### config.mk
export PLATFORM = sky130hd
export DESIGN_NAME = benes_route_sequencer
export DESIGN_NICKNAME = d
export VERILOG_FILES = /design/src/rtl/benes_route_sequencer_pkg.sv /design/src/rtl/benes_route_sequencer_ctx_table.sv /design/src/rtl/benes_route_sequencer.sv
export SDC_FILE = /design/constraint.sdc
export NUM_CORES = 1
export LEC_CHECK = 0
export ABC_AREA = 1
export CELL_PAD_IN_SITES_DETAIL_PLACEMENT = 1
export CELL_PAD_IN_SITES_GLOBAL_PLACEMENT = 2
export CORE_ASPECT_RATIO = 0.7
export CORE_MARGIN = 2
export CORE_UTILIZATION = 40
export DETAILED_ROUTE_END_ITERATION = 8
export PLACE_DENSITY_LB_ADDON = 0.1
export SYNTH_ARGS = -nofsm -noshare
export SYNTH_HDL_FRONTEND = slang
export SYNTH_HIERARCHICAL = 1
export SYNTH_SLANG_ARGS = --single-unit
export TNS_END_PERCENT = 5
### constraint.sdc
create_clock -name clk -period 3.95 [get_ports clk]
set_input_delay 1.185 -clock clk [delete_from_list [all_inputs] [get_ports clk]]
set_output_delay 1.185 -clock clk [all_outputs]
set_load 0.1 [all_outputs]
### src/rtl/benes_route_sequencer_pkg.sv
// Shared types and sizing for the Benes route sequencer and its context table.
// SWITCH_NUM / STAGE_NUM mirror the FHE ALU interconnect geometry (8-port Benes).
package benes_route_sequencer_pkg;

    localparam int SWITCH_NUM = 4;
    localparam int STAGE_NUM  = 5;
    localparam int CTX_DEPTH  = 16;
    localparam int CTX_AW     = $clog2(CTX_DEPTH);
    localparam int STAGE_AW   = $clog2(STAGE_NUM);
    localparam int INTC_LAT   = 3;
    localparam int LEN_W      = 8;

    // One switch-bit row per stage; bit = 1 means cross.
    typedef logic [STAGE_NUM-1:0][SWITCH_NUM-1:0] sel_t;

    typedef struct packed {
        sel_t module_sel;
        sel_t slot_sel;
    } benes_ctx_t;

    typedef enum logic [1:0] {
        IDLE,
        LOAD,
        ISSUE
    } route_seq_state_e;

    // Even parity of one stored row.
    function automatic logic row_parity(input logic [SWITCH_NUM-1:0] row);
        return ^row;
    endfunction

endpackage

### src/rtl/benes_route_sequencer_ctx_table.sv
// Permutation context storage: row write port, whole-context read, per-context valid bits.
// BENES_CTX_PARITY_EN adds one even-parity bit per row and a whole-context parity check.
module benes_ctx_table
    import benes_route_sequencer_pkg::*;
(
    input  logic                  clk,
    input  logic                  rst_n,
    input  logic                  wr_en,
    input  logic [CTX_AW-1:0]     wr_ctx,
    input  logic                  wr_net,
    input  logic [STAGE_AW-1:0]   wr_stage,
    input  logic [SWITCH_NUM-1:0] wr_data,
    input  logic                  commit,
    input  logic [CTX_AW-1:0]     chk_ctx,
    output logic                  chk_valid,
    input  logic [CTX_AW-1:0]     rd_ctx,
    output benes_ctx_t            rd_data,
    output logic                  rd_parity_ok
);

    logic [SWITCH_NUM-1:0] r2m_mem [CTX_DEPTH][STAGE_NUM];
    logic [SWITCH_NUM-1:0] m2r_mem [CTX_DEPTH][STAGE_NUM];
    logic [CTX_DEPTH-1:0]  valid;

    // Row storage; the valid bits guard every read, so the array carries no reset.
    // NOTE: storage arrays are left unreset on purpose; resetting them adds a wide reset fan-out for no functional gain.
    always_ff @(posedge clk) begin
        if (wr_en) begin
            if (!wr_net) r2m_mem[wr_ctx][wr_stage] <= wr_data;
            else         m2r_mem[wr_ctx][wr_stage] <= wr_data;
        end
    end

    // Valid bits: a row write invalidates, a commit in the same cycle wins.
    always_ff @(posedge clk or negedge rst_n) begin
        if (!rst_n) begin
            valid <= '0;
        end else begin
            if (wr_en)  valid[wr_ctx] <= 1'b0;
            if (commit) valid[wr_ctx] <= 1'b1;
        end
    end

    assign chk_valid = valid[chk_ctx];

    // Full-context read for the LOAD copy.
    always_comb begin
        rd_data = '0;
        for (int s = 0; s < STAGE_NUM; s++) begin
            rd_data.module_sel[s] = r2m_mem[rd_ctx][s];
            rd_data.slot_sel[s]   = m2r_mem[rd_ctx][s];
        end
    end

`ifdef BENES_CTX_PARITY_EN
    logic [STAGE_NUM-1:0] r2m_par [CTX_DEPTH];
    logic [STAGE_NUM-1:0] m2r_par [CTX_DEPTH];

    // Parity bits captured alongside each row write.
    always_ff @(posedge clk) begin
        if (wr_en) begin
            if (!wr_net) r2m_par[wr_ctx][wr_stage] <= row_parity(wr_data);
            else         m2r_par[wr_ctx][wr_stage] <= row_parity(wr_data);
        end
    end

    // Any row whose recomputed parity disagrees flags the whole context.
    always_comb begin
        rd_parity_ok = 1'b1;
        for (int s = 0; s < STAGE_NUM; s++) begin
            if (row_parity(r2m_mem[rd_ctx][s]) != r2m_par[rd_ctx][s]) rd_parity_ok = 1'b0;
            if (row_parity(m2r_mem[rd_ctx][s]) != m2r_par[rd_ctx][s]) rd_parity_ok = 1'b0;
        end
    end
`else
    assign rd_parity_ok = 1'b1;
`endif

endmodule

### src/rtl/benes_route_sequencer.sv
// Benes route sequencer: context table, IDLE/LOAD/ISSUE burst FSM, launch-to-destination
// delay pipe compensating the 3-register interconnect. Optional BENES_CTX_PARITY_EN
// enables parity checking of the context in LOAD.
module benes_route_sequencer
    import benes_route_sequencer_pkg::*;
(
    input  logic                  clk,
    input  logic                  rst_n,
    input  logic                  cfg_wr_en,
    output logic                  cfg_wr_ready,
    input  logic [CTX_AW-1:0]     cfg_wr_ctx,
    input  logic                  cfg_wr_net,
    input  logic [STAGE_AW-1:0]   cfg_wr_stage,
    input  logic [SWITCH_NUM-1:0] cfg_wr_data,
    input  logic                  cfg_commit,
    input  logic                  req_valid,
    output logic                  req_ready,
    input  logic [CTX_AW-1:0]     req_ctx,
    input  logic [LEN_W-1:0]      req_len,
    output sel_t                  o_module_sel,
    output sel_t                  o_slot_sel,
    output logic                  o_src_launch,
    output logic                  o_dst_valid,
    output logic                  o_busy,
    output logic                  o_err
);

    route_seq_state_e    state;
    logic [CTX_AW-1:0]   lat_ctx;
    logic [LEN_W-1:0]    beat_cnt;
    benes_ctx_t          issue_ctx;
    logic [INTC_LAT-1:0] dst_pipe;
    logic                chk_valid;
    benes_ctx_t          rd_data;
    logic                rd_parity_ok;
    logic                req_fire;

    // A request outranks configuration traffic in the same cycle.
    assign req_ready    = (state == IDLE);
    assign cfg_wr_ready = req_ready && !req_valid;
    assign req_fire     = req_valid && req_ready;

    benes_ctx_table u_table (
        .clk          (clk),
        .rst_n        (rst_n),
        .wr_en        (cfg_wr_en && cfg_wr_ready),
        .wr_ctx       (cfg_wr_ctx),
        .wr_net       (cfg_wr_net),
        .wr_stage     (cfg_wr_stage),
        .wr_data      (cfg_wr_data),
        .commit       (cfg_commit && cfg_wr_ready),
        .chk_ctx      (req_ctx),
        .chk_valid    (chk_valid),
        .rd_ctx       (lat_ctx),
        .rd_data      (rd_data),
        .rd_parity_ok (rd_parity_ok)
    );

    // Burst FSM with registered launch, error and select outputs.
    // NOTE: all state here uses non-blocking assignments so every register samples pre-edge values.
    always_ff @(posedge clk or negedge rst_n) begin
        if (!rst_n) begin
            state        <= IDLE;
            lat_ctx      <= '0;
            beat_cnt     <= '0;
            issue_ctx    <= '0;
            o_module_sel <= '0;
            o_slot_sel   <= '0;
            o_src_launch <= 1'b0;
            o_err        <= 1'b0;
        end else begin
            o_err <= 1'b0;
            // Selects trail launch by one cycle to line up with the data input register.
            if (o_src_launch) begin
                o_module_sel <= issue_ctx.module_sel;
                o_slot_sel   <= issue_ctx.slot_sel;
            end
            unique case (state)
                IDLE: begin
                    if (req_fire) begin
                        if (chk_valid) begin
                            state    <= LOAD;
                            lat_ctx  <= req_ctx;
                            beat_cnt <= req_len;
                        end else begin
                            o_err <= 1'b1;
                        end
                    end
                end
                LOAD: begin
                    if (rd_parity_ok) begin
                        issue_ctx    <= rd_data;
                        o_src_launch <= 1'b1;
                        state        <= ISSUE;
                    end else begin
                        o_err <= 1'b1;
                        state <= IDLE;
                    end
                end
                ISSUE: begin
                    if (beat_cnt == '0) begin
                        o_src_launch <= 1'b0;
                        state        <= IDLE;
                    end else begin
                        beat_cnt <= beat_cnt - 1'b1;
                    end
                end
                default: state <= IDLE;
            endcase
        end
    end

    // Destination-valid delay line matching the interconnect's register depth.
    always_ff @(posedge clk or negedge rst_n) begin
        if (!rst_n) dst_pipe <= '0;
        else        dst_pipe <= {dst_pipe[INTC_LAT-2:0], o_src_launch};
    end

    assign o_dst_valid = dst_pipe[INTC_LAT-1];
    assign o_busy      = (state != IDLE) || (|dst_pipe);

endmodule

* Word-level counts from Yosys, hierarchy flattened
Memory sizes are Yosys's and may differ from the RTL's. A register that Yosys moved wholly into a read port is not among the register bits. Index checks and enable logic that the tools add are counted.
Storage, ports and cells: register bits 75, bits in writable memories 640, memories 2
Memory list:
- u_table.m2r_mem | depth 16, bits a word 20, read ports 1, clocked after Yosys merged registers in 1, wr ports 1, line benes_route_sequencer_ctx_table.sv:22 | logic [SWITCH_NUM-1:0] m2r_mem [CTX_DEPTH][STAGE_NUM];
- u_table.r2m_mem | depth 16, bits a word 20, read ports 1, clocked after Yosys merged registers in 1, wr ports 1, line benes_route_sequencer_ctx_table.sv:21 | logic [SWITCH_NUM-1:0] r2m_mem [CTX_DEPTH][STAGE_NUM];
Cells by class: $add $sub $neg 1, magnitude comparators 5, equality and inequality tests 6, multiplexer cells 27, bitwise operators 4, reductions and logical operators 20
Operators by type and width (number):
- two-way mux 20 bit | 2
- two-way mux 16 bit | 2
- two-way mux 8 bit | 3
- AND 16 bit | 1
- NOT 16 bit | 1
- OR 16 bit | 1
- one-hot mux 8 bit (2 select lines) | 1
- demux 4 bit (select 3 bit) | 1
- < comparator 4 x 5 -> 1 bit (second input constant) | 2
- two-way mux 1 bit | 10
- logical NOT 8 bit | 1
- subtractor 8 x 1 -> 8 bit (second input constant) | 1
- logical AND 1 bit | 6
- two-way mux 2 bit | 3
- one-hot mux 2 bit (3 select lines) | 1
- AND reduction 3 bit | 2
- nonzero test 2 bit | 3
- binary-select mux 1 bit (select 4 bit) | 1
- demux 1 bit (select 4 bit) | 1
- >= comparator 4 x 1 -> 1 bit (second input constant) | 1
- >= comparator 4 bit (second input constant) | 1
- < comparator 4 x 1 -> 1 bit (second input constant) | 1
- two-way mux 4 bit | 1
- inequality test 2 x 1 -> 1 bit (second input constant) | 2
- other kinds (11) | 14

* Longest topological paths before layout
Gate-level depths: netlist of the first run.
word-level depth 9, depth in mapped cells 14

* By module
Netlist of the first run, hierarchy kept.
Modules (own cells, without submodules):
- benes_ctx_table | instances 1, cells an instance 2912, area an instance 28992.8 um2, sequential area each 19618.8 um2
- benes_route_sequencer | instances 1, cells an instance 389, area an instance 4125.2 um2, sequential area each 2477.4 um2

* Worst setup path after synthesis of the first run
Ideal clock, no wire load.
path type reg-to-reg, from register state[0], to memory u_table/r2m_mem[0][10] (netlist name) (enable), setup time 0.329 ns, arrival time 4.634 ns, data required time 3.621 ns, setup slack -1.013 ns, cell stages (with the launch flop) 11, period minus slack after synthesis 4.963 ns, cells stage by stage dfrtp_1 -> nor2_1 -> inv_1 -> nor2_1 -> inv_1 -> nor2_1 -> inv_1 -> nor2_4 -> nand4_2 -> buf_2 -> nor2_1
On the way: cells in the longest elaborated chain, start to end 5
RTL lines:
- start, declared | line benes_route_sequencer.sv:28 | route_seq_state_e state;
- start signal, assigned | line benes_route_sequencer.sv:63 | state <= IDLE;
- start signal, assigned | line benes_route_sequencer.sv:82 | state <= LOAD;
- start signal, assigned | line benes_route_sequencer.sv:94 | state <= ISSUE;
- logical NOT 2 bit | line benes_route_sequencer.sv:39 | assign req_ready = (state == IDLE);
- net req_ready | line benes_route_sequencer.sv:17 | output logic req_ready,
- logical AND 1 bit | line benes_route_sequencer.sv:40 | assign cfg_wr_ready = req_ready && !req_valid;
- net cfg_wr_ready | line benes_route_sequencer.sv:10 | output logic cfg_wr_ready,
- logical AND 1 bit | line benes_route_sequencer.sv:46 | .wr_en (cfg_wr_en && cfg_wr_ready),
- two-way mux 1 bit | line benes_route_sequencer_ctx_table.sv:28 | if (wr_en) begin
- two-way mux 20 bit (not written as such) | line benes_route_sequencer_ctx_table.sv:29 | if (!wr_net) r2m_mem[wr_ctx][wr_stage] <= wr_data;
- end, declared | line benes_route_sequencer_ctx_table.sv:21
The timed path passes the listed nets, and every way through them passes these cells.

* Final worst setup path of the first run
from input port req_valid, to output port cfg_wr_ready
On the way: cells in the longest elaborated chain, start to end 2
RTL lines:
- start, declared | line benes_route_sequencer.sv:16 | input logic req_valid,
- logical NOT 1 bit | line benes_route_sequencer.sv:40
- logical AND 1 bit | line benes_route_sequencer.sv:40
- end, declared | line benes_route_sequencer.sv:10
No other way between the ends.

==> results.toml, run 1 <==
[clock_network]
path_clk_slew_ps = 60
clock_path_buffers = 3
cts_buffers = 78
cts_num_sinks = 755
tritoncts = "built"
clk_latency_ps = 640
cts_hold_buf = 0
cts_setup_buffers = 0
ctsResizeCount = 0
ctsHtreeMaxLevel = 3
clockRootBuffer = "clkbuf_16"

[global_routing]
grt_max_degree = 193
overflow = 0
grt_pass1_wl_microns = 149000
grt.total_usage_pct = 23.4
first_global_vias = 23800
antenna_found_initial = 7

[placed_design]
gp_congestion = 0.810
port-buffer-count = 74
dp_hpwl_microns = 59300

[timing]
fin_crit_sh_pct = 88.4
tightest_slew_ps = 975
drv_slew = 0
min_period_ps = 3490
finalSetupTns_ps = 0
skew_ps = 19.3
hold_viol = 0
rsz0062_at_grt = "false"
finalSetupViolCount = 0
slew_headroom_pct = 34.8
max_freq_ghz = 0.286

[synthesis]
yosysSeqAreaShare_pct = 66.7
synth_area_leader_cell = "edfxtp_1"
synth_seq_cells = 755
postSynthAreaPerCell_sq_um = 10.0
syn-instance-count = 3301
yosysTopAreaCellShare_pct = 58.0
synth.area.top_cells = "edfxtp_1, nand2_1, dfrtp_1"
synth.distinct_cells = 30
yosys_warnings = 6
netlist_area_sq_um = 33100
syn_nets = 3331

[power]
irDropWorstVdd_v = 0.000633
power.total_mw = 26.5
p_int_mw = 16.3
leakage_nw = 16.4
swShare_pct = 38.5
clkPwrFrac_pct = 29.2
powerDensity_nw_per_um2 = 700
combPwrFrac_pct = 34.3
seq_power_share_pct = 36.5
p_sw_mw = 10.2

[drt]
drt_iter0_drc = 1722
drtAntennaViolNets = 0
viasPerCell = 5.02
drc = 0
firstDrtPassIters = 5
wl_microns = 98400
vias = 22700
wire_per_inst_microns = 21.8

[floorplan]
row_count = 88
core_sq_um = 82100
dieWidth_microns = 348
io_pins = 75
dieArea_sq_um = 85100
start_util_pct = 40.3
die_h_microns = 245

[worst_setup_path]
crit_chain = "clkdlybuf4s50_1 -> nor2_2 -> buf_12"
crit_type = "input pin to primary output"
cp.arrival_ps = 2310
cp-end-kind = "primary output"
worstPathRequired_ps = 2760
path_max_fanout = 3
slowest_stage = "clkdlybuf4s50_1"
rrSetupSlack_ps = 1200
slowest_delay_ps = 460
cp-start-kind = "input pin"

[layout]
multi_input_area_sq_um = 8150
seq_area_sq_um = 22100
drive_gt1_share_pct = 9.48
nNetsFinal = 3402
insertedDiodeCount = 0
syn_to_final_growth_pct = 14.5
fill_cells = 9060

[flow_run]
cap_violations = 0

[status]
status = "finished, final reports clean"

[min_path]
hold_class = "flop to flop"
## logic make-up (layout without fill, tap and decap cells)
logic type	after synthesis	in the layout	synth area share, %
fa+ha+maj	1	1	0.0378
mux	40	40	1.79
flops	755	755	66.7
other cells	1	1	0.0113
simple gates	1752	1752	22.1
buf+inv	708	845	8.69
compound gates	44	44	0.676
## synth_stat cells
library cell,n
inv_2,8
inv_4,1
nor2_1,176
nor2_4,2
ha_1,1
nor3_1,2
buf_2,86
buf_6,5
dfrtp_1,115
buf_4,19
o21ai_1,3
mux2_4,38
a21oi_1,3
buf_1,17
conb_1,1
nand3_4,1
clkbuf_1,49
nor2_2,2
nand3_1,502
edfxtp_1,640
nand4_2,5
nand4_1,5
nand2_1,1055
o32ai_1,1
nand2_4,1
inv_1,522
clkinv_2,1
nand3_2,1
o21ai_0,37
mux2_2,2
## power groups by stage
stage                     Combinational [mW]  Clock, mW  Sequential [mW]
after floorplan                         4.98          0             11.1
after global placement                  9.07          0             9.82
after detailed placement                9.16          0             9.84
after CTS                               9.18       7.93             9.69
after global routing                    9.96       8.23             9.75
final                                   9.10       7.75             9.68
## critical path, delay by kind of cell
family / cells / cell delay (ps)
and+or+nand+nor: 1 / 420
buffers and inverters: 2 / 700
## path summary, 6_finish.rpt
kind                            cells past startpoint                     end   startpoint
worst max-delay path                                3            cfg_wr_ready    req_valid
worst min-delay path                                0             dst_pipe[1]  dst_pipe[0]
worst max register to register                     10  u_table/r2m_mem[11][6]     state[0]
worst min register to register                      0             dst_pipe[1]  dst_pipe[0]
max in group asynchronous                           2            issue_ctx[0]        rst_n
min in group asynchronous                           1         o_module_sel[6]        rst_n
## sequential cells by signal, indices dropped and copies added, names as in the netlist, 2 cells and up
register,cells
issue_ctx,40
state,2
o_slot_sel,20
dst_pipe,3
u_table/m2r_mem,320
u_table/valid,16
lat_ctx,4
u_table/r2m_mem,320
beat_cnt,8
o_module_sel,20
## routing by layer
| metal | track usage (%) | share of wire [%] |
|---|---|---|
| met5 | 0 | 0.068 |
| met1 | 33.8 | 48 |
| met3 | 4.74 | 6.5 |
| met2 | 36.2 | 44 |
| met4 | 5.54 | 2.1 |
## stage by stage
stage | setup WS [ps] | instances | hold slack [ps] | cell area (sq um) | util, %
2_1_floorplan | 72.6 | 3301 | 355 | 33100 | -
3_3_place_gp | 323 | 4372 | 368 | 35200 | 42.9
3_5_place_dp | 243 | 4372 | 365 | 35200 | 42.9
4_1_cts | 471 | 4518 | 381 | 37900 | 46.2
5_1_grt | 380 | 4518 | 403 | 37900 | 46.2
6_report | 459 | 4518 | 383 | 37900 | 46.2
## area by class of cell
cell class                 instances  share of cell area [%]
tap                             1080                    3.56
multi-input combinational       1838                    21.5
inverter                         532                    5.30
timing repair buffer             167                    4.24
clock inverter                    37                    1.25
sequential                       755                    58.3
clock buffer                     109                    5.83
## layout by cell type (no fill, tap or decap), types with 2 or more instances in the layout
| cell type | netlist | final |
|---|---|---|
| a21oi_1 | 3 | 3 |
| buf_12 | 0 | 22 |
| buf_4 | 19 | 114 |
| bufinv_16 | 0 | 11 |
| clkbuf_1 | 49 | 20 |
| clkbuf_16 | 0 | 81 |
| clkbuf_8 | 0 | 8 |
| clkdlybuf4s50_1 | 0 | 30 |
| clkinv_1 | 0 | 8 |
| clkinv_2 | 1 | 14 |
| dfrtp_1 | 115 | 110 |
| dfrtp_2 | 0 | 2 |
| dfrtp_4 | 0 | 3 |
| edfxtp_1 | 640 | 640 |
| inv_1 | 522 | 520 |
| inv_2 | 8 | 8 |
| inv_6 | 0 | 5 |
| mux2_2 | 2 | 2 |
| mux2_4 | 38 | 38 |
| nand2_1 | 1055 | 1055 |
| nand3_1 | 502 | 502 |
| nand4_1 | 5 | 5 |
| nand4_2 | 5 | 5 |
| nor2_1 | 176 | 174 |
| nor2_2 | 2 | 4 |
| nor2_4 | 2 | 2 |
| nor3_1 | 2 | 2 |
| o21ai_0 | 37 | 37 |
| o21ai_1 | 3 | 3 |
Note: power is estimated with default switching activity, not from simulation.
==> run 2: changes to the inputs <==
- REMOVE_ABC_BUFFERS: default -> 1
==> run 2 against run 1 <==
Worst hold slack worse by 6.4 ps. Utilization down 0.42 points. First-iteration DRC count up 2.6%. Sequential power up 0.9%. Die area unchanged. Routed wire length down 3.1%. Power down 2.0%. Clock skew down 1.7 ps. Critical path depth down 2. Global-route usage down 0.58 points. Clock power down 4.9%.
==> results.toml, run 2 (synthesized netlist as in run 1, its figures left out) <==
[power]
irDropWorstVdd_v = 0.000472
powerDensity_nw_per_um2 = 692
leakage_nw = 16.2

[floorplan]
start_util_pct = 40.3
io_pins = 75
die_h_microns = 245
core_sq_um = 82100
row_count = 88
dieWidth_microns = 348
dieArea_sq_um = 85100

[worst_setup_path]
slowest_delay_ps = 1150
path_max_fanout = 2
crit_type = "flop to primary output"
cp-end-kind = "primary output"
crit_chain = "clkdlybuf4s50_1"
worstRegToRegCells = 8
cp.arrival_ps = 2150
cp-start-kind = "flop"
cp_top_family = "buffers and inverters"
slowest_stage = "clkdlybuf4s50_1"
worstPathRequired_ps = 2760
path_depth = 1
path_buf_inv = 1

[global_routing]
grt_pass1_wl_microns = 146000
overflow = 0
first_global_vias = 23700
grt.total_usage_pct = 22.8
grt_max_degree = 185
antenna_found_initial = 4

[timing]
min_period_ps = 3340
slew_headroom_pct = 23.7
hold_viol = 0
finalSetupViolCount = 0
rsz0062_at_grt = "false"
skew_ps = 17.6
tightest_slew_ps = 1140
drv_slew = 0
setup_ws_ps = 611
whs_ps = 376
max_freq_ghz = 0.300
fin_crit_sh_pct = 84.5

[clock_network]
ctsHtreeMaxLevel = 3
path_clk_slew_ps = 60
cts_setup_buffers = 0
clock_path_buffers = 3
cts_buffers = 78
ctsResizeCount = 0
clockRootBuffer = "clkbuf_16"
cts_hold_buf = 0
clk_latency_ps = 640
cts_num_sinks = 755
tritoncts = "built"

[drt]
drt_iter0_drc = 1766
wire_per_inst_microns = 21.2
firstDrtPassIters = 5
vias = 22600
wl_microns = 95400
drc = 0
drtAntennaViolNets = 0
viasPerCell = 5.03

[layout]
final_cell_mix = "nand2_1, edfxtp_1, inv_1"
reg_top3 = "u_table/m2r_mem x320, u_table/r2m_mem x320, issue_ctx x40"
nNetsFinal = 3390
final_util_pct = 45.7
mostFrequentLayoutCell = "nand2_1"
insertedDiodeCount = 0
fin_area_sq_um = 37600
drive_gt1_share_pct = 8.92
syn_to_final_growth_pct = 13.4

[placed_design]
dpl_worst_slack_ps = 378
gp_congestion = 0.802
dp_hpwl_microns = 59700
port-buffer-count = 74
place_area_sq_um = 35000

[flow_run]
cap_violations = 0

[min_path]
hold_class = "flop to flop"
hold_depth = 0

[status]
status = "finished, final reports clean"
## run 2: cell count changes in the layout (fill, tap and decap cells not counted), sizes merged
cell	change
clkbuf	-9
clkdlybuf4s50	+3
clkinv	+4
buf	-15
clkinvlp	+4
bufinv	-5
## run 2: worst paths after layout
| check | start | end | slack (ps) |
|---|---|---|---|
| worst max-delay path | dst_pipe[2] | o_dst_valid | 610 |
| worst min-delay path | dst_pipe[0] | dst_pipe[1] | 380 |
| worst max register to register | lat_ctx[0] | issue_ctx[31] | 1140 |
| worst min register to register | dst_pipe[0] | dst_pipe[1] | 380 |
| max in group asynchronous | rst_n | o_src_launch | 2720 |
| min in group asynchronous | rst_n | o_slot_sel[14] | 460 |
## run 2: routing by layer
| metal | vias to the layer above | part of all wire (%) | global-route usage (%) |
|---|---|---|---|
| met5 | - | 0 | 0 |
| met4 | 0 | 2.1 | 5.59 |
| met3 | 120 | 4.5 | 3.15 |
| met2 | 463 | 45 | 36.1 |
| met1 | 11300 | 49 | 33.3 |
| li1 | 10700 | - | - |
## run 2: cell type report
class / instances / area (sq um)
clock buffers: 100 / 2170
flip-flops and latches: 755 / 22100
inverters: 532 / 2010
clock inverters: 40 / 349
multi-input cells: 1838 / 8140
well taps: 1080 / 1350
fillers: 9073 / 44600
repair buffers: 155 / 1440
## run 2: per-stage QoR
step	total power, mW	std cells	setup TNS (ps)
2_1_floorplan	15.9	3125	-901360
3_3_place_gp	18.7	4360	0
3_5_place_dp	18.9	4360	0
4_1_cts	26.3	4500	0
5_1_grt	27.4	4500	0
6_report	26.0	4500	0
## run 2: report_power, final
part	total, mW	internal, mW	switching, mW
Combinational	8.85	2.46	6.39
Clock	7.37	4.27	3.10
Sequential	9.77	9.22	0.552
==> run 3: changes to the inputs <==
- CORE_UTILIZATION: 40 -> 37
- clock period: 3.95 -> 2.7 ns (I/O delays scaled with it)
==> run 3 against run 2 <==
Setup slack got worse by 510 ps. Worst hold slack got worse by 290 ps. Non-clock buffer count up 112. Die area is 8.0% higher. Critical path depth up 4. Register-to-register slack lost 910 ps. Cell area increased by 3.7%. Cell count rose by 4.5%.
==> results.toml, run 3 (synthesized netlist as in run 1, its figures left out) <==
[global_routing]
antenna_found_initial = 6
first_global_vias = 23900
grt_pass1_wl_microns = 150000
overflow = 0
grt.total_usage_pct = 21.9
grt_max_degree = 142

[layout]
drive_gt1_share_pct = 12.3
seq_area_sq_um = 22100
reg_top3 = "u_table/m2r_mem x320, u_table/r2m_mem x320, issue_ctx x40"
multi_input_area_sq_um = 8150
instances_no_fill = 4703
fill_cells = 9765
nNetsFinal = 3503
mostFrequentLayoutCell = "nand2_1"
syn_to_final_growth_pct = 17.7
final_cell_mix = "nand2_1, edfxtp_1, inv_1"

[clock_network]
cts_num_sinks = 755
clock_path_buffers = 3
cts_buffers = 79
tritoncts = "built"
cts_setup_buffers = 0
ctsHtreeMaxLevel = 3
clk_latency_ps = 640
path_clk_slew_ps = 60
clockRootBuffer = "clkbuf_16"

[drt]
vias = 22800
drtAntennaViolNets = 0
drc = 0
viasPerCell = 4.86
firstDrtPassIters = 5
wire_per_inst_microns = 21.2
wl_microns = 99600
drt_iter0_drc = 1605

[worst_setup_path]
crit_type = "flop to primary output"
timing.rr.start = "state[0]"
path_max_fanout = 5
endpoint = "cfg_wr_ready"
cp-start-kind = "flop"
crit_start = "state[0]"
worstPathRequired_ps = 1890
cp.arrival_ps = 1790
worstRegToRegCells = 11
rrSetupSlack_ps = 230
cp-end-kind = "primary output"
r2r_end = "u_table/r2m_mem[13][1]"

[timing]
slew_headroom_pct = 53.6
tightest_slew_ps = 695
skew_ps = 22.4
max_freq_ghz = 0.384
finalSetupViolCount = 0
drv_slew = 0
setup_ws_ps = 98.5
rsz0062_at_grt = "false"
min_period_ps = 2600
hold_viol = 0
fin_crit_sh_pct = 96.4

[placed_design]
dp_cells = 4554
gp_congestion = 0.806
dpl_worst_slack_ps = -328
dp_hpwl_microns = 63100
port-buffer-count = 74

[floorplan]
dieWidth_microns = 362
core_sq_um = 88400
start_util_pct = 37.5
row_count = 91
die_h_microns = 254
dieArea_sq_um = 92000
io_pins = 75

[flow_run]
cap_violations = 0

[power]
powerDensity_nw_per_um2 = 988
irDropWorstVdd_v = 0.000712
leakage_nw = 17.0

[min_path]
hold_class = "input pin to asynchronous set/reset pin"

[status]
status = "finished, final reports clean"
-- run 3: power by group --
part	internal, mW	switching, mW
Clock	6.22	4.61
Combinational	3.89	9.72
Sequential	13.5	0.579
-- run 3: worst max-delay path, stage by stage, from the launching register on --
cell	delay, ps
dfrtp_2	460
nor2_2	140
inv_1	100
nor2_1	150
buf_4	140
buf_12	160
-- run 3: timing repair --
item	in CTS	in global routing
hold buffers	0	0
pin swaps	0	0
resized for setup	1	1
hold endpoints to repair	0	0
setup endpoints to repair	1	1
-- run 3: worst min-delay path by stage --
stage	start	end	slack (ps)
4_1_cts	rst_n	beat_cnt[6]	60
6_report	rst_n	o_slot_sel[19]	80
3_3_place_gp	dst_pipe[1]	dst_pipe[2]	360
3_5_place_dp	dst_pipe[0]	dst_pipe[1]	370
5_1_grt	rst_n	o_slot_sel[19]	80
2_1_floorplan	dst_pipe[0]	dst_pipe[1]	350
-- run 3: cell type report --
cell class / instances / area share [%]
Sequential cell: 755 / 56.7
Clock buffer: 108 / 5.75
Tap cell: 1162 / 3.73
Antenna cell: 2 / 0.0128
Multi-Input combinational cell: 1838 / 20.9
Clock inverter: 39 / 0.812
Inverter: 532 / 5.16
Timing Repair Buffer: 267 / 6.91
-- run 3: through the flow --
stage,instance area (sq um),power (mW),utilization (%),TNS (ps),hold slack (ps)
3_5_place_dp,36400,28.1,41.2,-121680,370
3_3_place_gp,36400,27.9,41.2,-122710,360
2_1_floorplan,32200,22.3,-,-1776400,355
6_report,39000,38.5,44.1,0,83.8
4_1_cts,39000,39.0,44.1,0,58.8
5_1_grt,39000,40.6,44.1,0,77.6
-- run 3: metal layers --
layer,up-vias,part of all wire (%),track usage [%]
li1,10900,-,-
met1,11300,49,32.5
met2,480,44,34.2
met3,128,4.9,2.88
met4,0,2.1,5.37
met5,-,0,0
